File: config.mk
export PLATFORM = sky130hd
export DESIGN_NAME = cdc_req_sender
export DESIGN_NICKNAME = d
export VERILOG_FILES = /design/src/rtl/cdc_req_sender_pkg.sv /design/src/rtl/cdc_req_sender_bit_sync.sv /design/src/rtl/cdc_req_sender.sv
export SDC_FILE = /design/constraint.sdc
export NUM_CORES = 1
export LEC_CHECK = 0
export CAP_MARGIN = 30
export CELL_PAD_IN_SITES_DETAIL_PLACEMENT = 1
export CELL_PAD_IN_SITES_GLOBAL_PLACEMENT = 1
export CORE_MARGIN = 8
export CORE_UTILIZATION = 29
export CTS_BUF_LIST = sky130_fd_sc_hd__clkbuf_8
export DETAILED_ROUTE_END_ITERATION = 6
export PLACE_DENSITY = 0.8
export SYNTH_ARGS = -nofsm -noshare
export SYNTH_HDL_FRONTEND = slang
export SYNTH_HIERARCHICAL = 1
export SYNTH_SLANG_ARGS = --single-unit
File: constraint.sdc
create_clock -name clk -period 1.2 [get_ports clk]
set_input_delay 0.24 -clock clk [delete_from_list [all_inputs] [get_ports clk]]
set_output_delay 0.24 -clock clk [all_outputs]
set_load 0.01 [all_outputs]
File: src/rtl/cdc_req_sender_pkg.sv
// rtl/cdc_req_sender_pkg.sv - shared state encoding and defaults for the req/ack sender
package cdc_req_sender_pkg;

   localparam logic [1:0] ST_IDLE = 2'd0;
   localparam logic [1:0] ST_REQ  = 2'd1;
   localparam logic [1:0] ST_REL  = 2'd2;

   localparam int DEF_SYNC_STAGES = 2;

   typedef enum logic [1:0] {
      S_IDLE = ST_IDLE,
      S_REQ  = ST_REQ,
      S_REL  = ST_REL
   } state_t;

endpackage

File: src/rtl/cdc_req_sender_bit_sync.sv
// rtl/cdc_req_sender_bit_sync.sv - single-bit multi-flop level synchroniser
module bit_sync
   import cdc_req_sender_pkg::*;
#(
   parameter int SYNC_STAGES = DEF_SYNC_STAGES
) (
   input  logic clk,
   input  logic rst,
   input  logic d,
   output logic q
);

   logic [SYNC_STAGES-1:0] ff;

   // shift the asynchronous level through the flop chain; last flop is the safe copy
   always_ff @(posedge clk or negedge rst) begin
      if (!rst) begin
         ff <= '0;
      end else begin
         ff <= {ff[SYNC_STAGES-2:0], d};
      end
   end

   assign q = ff[SYNC_STAGES-1];

endmodule

File: src/rtl/cdc_req_sender.sv
// rtl/cdc_req_sender.sv - source-domain half of a 4-phase req/ack word transfer
module cdc_req_sender
   import cdc_req_sender_pkg::*;
#(
   parameter int DATA_WIDTH  = 8,
   parameter int SYNC_STAGES = DEF_SYNC_STAGES,
   parameter int ACK_TIMEOUT = 0,
   parameter int CNT_WIDTH   = 16
) (
   input  logic                  clk,
   input  logic                  rst,
   input  logic [DATA_WIDTH-1:0] in_data,
   input  logic                  in_valid,
   output logic                  in_ready,
   output logic [DATA_WIDTH-1:0] req_data,
   output logic                  req_lvl,
   input  logic                  ack_lvl,
   output logic                  busy,
   output logic                  done_pulse,
   output logic                  timeout_err
);

   // ACK_TIMEOUT of zero disables expiry entirely; the counter then just free-runs in REQ
   localparam bit                   TIMEOUT_EN = (ACK_TIMEOUT != 0);
   localparam logic [CNT_WIDTH-1:0] CNT_LAST   = TIMEOUT_EN ? CNT_WIDTH'(ACK_TIMEOUT - 1)
                                                             : '0;

   state_t                  state, state_nxt;
   logic                    ack_s;
   logic [CNT_WIDTH-1:0]    cnt, cnt_nxt;
   logic [DATA_WIDTH-1:0]   data_q, data_nxt;
   logic                    req_q, req_nxt;
   logic                    done_q, done_nxt;
   logic                    to_q, to_nxt;

   // ack_lvl is only ever looked at through this synchroniser
   bit_sync #(
      .SYNC_STAGES(SYNC_STAGES)
   ) u_ack_sync (
      .clk(clk),
      .rst(rst),
      .d  (ack_lvl),
      .q  (ack_s)
   );

   // registered state, held word, request level, counter and pulses
   always_ff @(posedge clk or negedge rst) begin
      if (!rst) begin
         state  <= S_IDLE;
         cnt    <= '0;
         data_q <= '0;
         req_q  <= 1'b0;
         done_q <= 1'b0;
         to_q   <= 1'b0;
      end else begin
         state  <= state_nxt;
         cnt    <= cnt_nxt;
         data_q <= data_nxt;
         req_q  <= req_nxt;
         done_q <= done_nxt;
         to_q   <= to_nxt;
      end
   end

   // next-state logic; ack is tested before expiry so a coincident ack wins
   always_comb begin
      state_nxt = state;
      cnt_nxt   = cnt;
      data_nxt  = data_q;
      req_nxt   = req_q;
      done_nxt  = 1'b0;
      to_nxt    = 1'b0;
      unique case (state)
         S_IDLE: begin
            if (in_valid) begin
               data_nxt  = in_data;
               req_nxt   = 1'b1;
               cnt_nxt   = '0;
               state_nxt = S_REQ;
            end
         end
         S_REQ: begin
            cnt_nxt = cnt + CNT_WIDTH'(1);
            if (ack_s) begin
               req_nxt   = 1'b0;
               done_nxt  = 1'b1;
               state_nxt = S_REL;
            end else if (TIMEOUT_EN && (cnt == CNT_LAST)) begin
               req_nxt   = 1'b0;
               to_nxt    = 1'b1;
               state_nxt = S_REL;
            end
         end
         S_REL: begin
            req_nxt = 1'b0;
            if (!ack_s) begin
               state_nxt = S_IDLE;
            end
         end
         default: begin
            req_nxt   = 1'b0;
            state_nxt = S_IDLE;
         end
      endcase
   end

   assign in_ready    = (state == S_IDLE);
   assign busy        = (state != S_IDLE);
   assign req_lvl     = req_q;
   assign req_data    = data_q;
   assign done_pulse  = done_q;
   assign timeout_err = to_q;

endmodule

# --- Word level (Yosys, flattened, before mapping) ---
# Index checks and enable logic that the tools add are counted.
totals:
  regBits: 14
  input_bits: 12
  output_inout_bits: 13
  wordCells: 24
classes:
  n_eq_ne: 5
  muxes: 9
  reduce_logical: 5
ops:
  columns: ["operator", "count"]
  rows:
  - ["2-bit two-way mux", 3]
  - ["2-bit one-hot mux with 3 select lines", 1]
  - ["1-bit two-way mux", 4]
  - ["2-bit inequality test, second input constant", 2]
  - ["2-bit AND reduction", 2]
  - ["3-bit AND reduction", 1]
  - ["2-bit by 1-bit equality test with 1-bit output, second input constant", 1]
  - ["2-bit equality test, second input constant", 1]
  - ["2-bit zero test", 1]
  - ["2-bit by 1-bit inequality test with 1-bit output, second input constant", 1]
  - ["1-bit one-hot mux with 2 select lines", 1]
  - ["2-bit nonzero test", 1]

# --- Logic depth before layout (Yosys ltp) ---
depth:
  word_depth: 3
  depth_mapped: 3

# --- Cells and area by module ---
# Netlist, hierarchy kept.
by_module_without_submodules:
  columns: ["mod", "n_inst", "cells_per_inst", "area_each_um2", "seq_area_each_um2"]
  rows:
  - ["cdc_req_sender", 1, 35, 491.7, 300.3]
  - ["bit_sync", 1, 2, 50.0, 50.0]

# --- Worst setup path after synthesis ---
# OpenSTA, ideal clock, no wires.
synth_path:
  path_kind: "reg2reg"
  from: "register state[0]"
  to: "register data_q[0], in the netlist req_data[0]"
  setup_time_ps: 125
  arrival_ps: 1186
  required_time_ps: 1075
  setup_slack_ps: -111
  path_stages_with_launch: 4
  path_buffers: 1
  path_cell_list: "dfrtp_1 -> clkbuf_2 -> nor3b_4 -> mux2_2"
synth_between:
  elab_chain_len: 2
synth_lines:
  columns: ["item", "line_no", "rtl"]
  rows:
  - ["start: declaration", "cdc_req_sender.sv:28", "state_t state, state_nxt;"]
  - ["start signal: assignment", "cdc_req_sender.sv:56", "state <= state_nxt;"]
  - ["2-bit zero test", "cdc_req_sender.sv:73", "unique case (state)"]
  - ["2-bit AND reduction (no line)", null, null]
  - ["end signal: assignment", "cdc_req_sender.sv:58", "data_q <= data_nxt;"]
  - ["end: declaration", "cdc_req_sender.sv:31", "logic [DATA_WIDTH-1:0] data_q, data_nxt;"]
# No other way between the ends.
# A chain may end at the register's enable or synchronous reset.

# --- Worst setup path after layout ---
layout_path:
  from: "register state[0]"
  to: "register data_q[3], in the netlist req_data[3]"
# The elaborated chain is that of the path after synthesis.

==> results <==
- The flow ran to the end, but the final reports show violations.
- The final reports fail on setup timing.
- The total inserted antenna cells is 0.
- The die is approximately 60 um wide.
- The total clock buffers created by CTS is 3.
- The total nets after synthesis is 49.
- The fraction of the mapped netlist area in compound gates is 0.0370.
- The fraction of synthesized area in multiplexers is 0.166.
- The pre-antenna-repair detailed-routing pass consisted of 2 iterations.
- Setup violations remaining at the end of the flow were counted as 10.
- The total power consumption of the routed design is around 2.5 mW.
- The kind of critical path is register to register.
- The critical path goes through buf_6, nor3b_4, buf_6, mux2_4.
- Among the stages of the critical path, the cell type that occurs most often is buf_6.
- The first global-routing pass estimated 2.49 mm of wire.
- Following the worst setup path forward leads to its endpoint at req_data[3].
- Across the run, the number of max-cap violations was 0.
- The analysis attributes to cell leakage a power of 0.450 nW.
- Clock tree synthesis found a total of 14 sinks.
- The signal arrival time at the worst endpoint is approximately 1400 ps.
- The sequential element share of the synthesized area is 0.647.
- The longest clock path from root to sink contains 2 buffers.
- The number of core rows is 15.
- CTS built an H-tree with a depth of 1.
- The count of input and output buffers is 23.
- Of the cells placed in the final design, the portion with a size suffix greater than 1 is 0.362.
- The power per cell area is 2660 nW/um2.
- The path class of the tightest hold or removal check is input port to asynchronous set/reset pin.
- For this run the aggregate overflow at the end of global routing stands at 0.
- The sum of routed wire length over all layers is around 1.4 mm.
- The distinct cell type count after synthesis is 16.
- For this run, design rule violations remaining after detail routing come to 0.
- In the synthesized netlist, the number of instances is 37.
- The final worst setup slack is -114 ps.
- The count of final hold-check violations was 0.
- The source-to-sink clock delay at the later pin of the worst-skew pair is 240 ps.
- The first-iteration detailed-routing DRC count is 1.
- The synthesis-stage register bit count is 14.
- The number of nets still failing antenna checks after routing is 0.
- The post-synthesis adder-cell area fraction is 0.
- The number of vias in the routed layout is approximately 410.
- Setup repair after global routing could not meet its margin everywhere.
- The most critical setup path has its startpoint at state[0].
- The largest stage delay on the critical path is ~380 ps.
- Dividing the final minimum period by the clock period gives 1.09.
- The total of fill cells in the finished design is roughly 180.
- The buffer type at the clock tree root is clkbuf_8.
- In this run the worst path has a maximum fanout of 4.
- STA classifies the critical path endpoint as a register.
- Setup slack on the worst reg-to-reg path comes out at -110 ps.
- The initial utilization of the core area, before any placement, comes to 0.310.
- At the end of the flow, the number of nets in the layout was between 80 and 90.
- The worst clock skew is about 2.3 ps.
- The smallest clock period supported by the final layout is computed as 1310 ps.
- The worst vdd rail ir drop is roughly 1.2 mV.
- The total area inside the core boundary comes to ~1700 um2.
- The largest net degree at the start of global routing is 15.
- TritonCTS built the clock tree.
- The worst register-to-register path begins at state[0].
- Dividing the detail-routed wire length by the instance count gives approximately 15 um.
- For this design, the CTS-stage hold fixing added 0 buffers.
- The post-synthesis average cell area is 14.6 um2.
- The CTS clock-pin slew for the worst setup and hold paths is approximately 60 ps.
- The height of the die is ~60 um.
- The number of antenna violations at the first check in global routing is 0.
- After synthesis, the largest family of logic cells by area is multiplexers.
- The total standard cell area after synthesis is between 500 and 600 um2.
- The largest individual stage delay along the critical path comes from the cell dfrtp_1.
- The area added between synthesis and finish is 72.7%.
- Counting cells, the worst reg-to-reg path comes to 4.
- The endpoint of the worst register-to-register path is req_data[3].
- The worst setup path is launched from a register.
- The minimum hold slack is around 310 ps.
- The yosys synthesis warning count is 6.
- The floorplan step defined a die boundary enclosing 3510 um2.
- The number of slew-limit violations in the final report is 0.
- In this run the count of I/O pins placed on the die edge is 25.
- The fmax is approximately 0.76 GHz.
- Of the total synthesized cell area, the portion taken by AND, OR, NAND and NOR gates is 0.0970.
- The fraction of synthesized cell area in xor and xnor cells is 0.0162.
- The total half-perimeter wirelength after legalization and detailed placement is 1.05 mm.
- Using the TritonRoute via totals, the vias-per-cell ratio works out to ~4.3.
- The via count of the first global-routing pass is about 500.
- At the end of routability-driven placement, the weighted congestion stood at roughly 0.67.
- For the worst setup path, the data required time is around 1300 ps.
- The total track usage is 0.0946.
## power by group
group	leakage [nW]	internal, mW	switching [mW]
clock	0.0288	0.290	0.163
combinational	0.254	0.769	0.484
sequential	0.167	0.677	0.107
## area by class of cell
type / count / area, um2 / area share
Sequential cell: 14 / 350 / 0.374
Timing Repair Buffer: 30 / 288 / 0.307
Multi-Input combinational cell: 20 / 208 / 0.222
Clock buffer: 4 / 55.1 / 0.0588
Tap cell: 25 / 31.3 / 0.0334
Inverter: 1 / 3.75 / 0.00401
## cells in the final DEF (no fill, tap or decap)
cell type        count
xor2_1               1
a21bo_2              1
conb_1               1
and2_1               1
nor3b_4              1
mux2_4               8
nand2b_1             1
nand2_1              1
or2b_1               1
buf_4                3
a21oi_1              2
nor2_1               1
clkdlybuf4s50_1     11
inv_2                1
or2_4                1
dlygate4sd2_1       10
buf_6                6
dfrtp_1             14
clkbuf_8             4
## metal layers
metal  share of wire  track usage  vias to the layer above
met5               0            0                        -
met3           0.093       0.0390                        4
met1            0.40       0.0936                      202
met4           0.016       0.0614                        0
li1                -            -                      182
met2            0.49        0.159                       20
## cells in the mapped netlist
cell type	n	area (um2)
dfrtp_1	14	350
mux2_2	8	90.1
a21oi_1	2	10.0
a21bo_2	1	10.0
and2_1	1	6.26
buf_4	1	7.51
clkbuf_2	1	5.00
conb_1	1	3.75
inv_1	1	3.75
nand2_1	1	3.75
nand2b_1	1	6.26
nor2_1	1	3.75
nor3b_4	1	18.8
or2_2	1	6.26
or2b_1	1	7.51
xor2_1	1	8.76
## cells by family (layout without fill, tap and decap cells)
group                     Yosys count  in the layout
DFF                                14             14
muxes                               8              8
and+or+nand+nor                     7              7
AOI/OAI and AO/OA                   3              3
buffers and inverters               3             35
other                               1              1
xor gates and xnor gates            1              1
## metrics by stage
stage	worst slack [ps]	cells	instance area [um2]	setup TNS, ps	util
global placement	-327	88	828	-3010	0.475
floorplan	-111	37	542	-889	-
finish	-114	94	936	-971	0.536
detailed placement	-365	88	828	-3270	0.475
CTS	-125	94	930	-1060	0.533
global route	-163	94	936	-1440	0.536
## worst min path at each step
stage	endpoint	slack (ps)	depth (start not counted)
finish	u_ack_sync/ff[0]	310	2
global route	u_ack_sync/ff[1]	330	2
CTS	u_ack_sync/ff[0]	310	2
detailed placement	u_ack_sync/ff[1]	340	0
global placement	u_ack_sync/ff[1]	330	0
floorplan	done_pulse	-60	0
## worst max-delay path, delay by kind of cell (launching register included)
| kind | cells | cell delay, ps |
|---|---|---|
| AND/OR/NAND/NOR | 1 | 220 |
| flip-flops | 1 | 380 |
| buffers and inverters | 2 | 290 |
| multiplexers | 1 | 300 |
## sequential cells by signal, indices dropped and copies added (netlist names)
| signal | flops |
|---|---|
| done_pulse | 1 |
| req_data | 8 |
| req_lvl | 1 |
| state | 2 |
| u_ack_sync/ff | 2 |
## what timing repair did
item | CTS | global route
endpoints found under the setup margin | 20 | 10
pin swaps | 2 | 0
buffers inserted | 2 | 0
resized for setup | 32 | 2
cloned | 0 | 0
endpoints found under the hold margin | 0 | 0
Power figures use the tool's default switching activity.
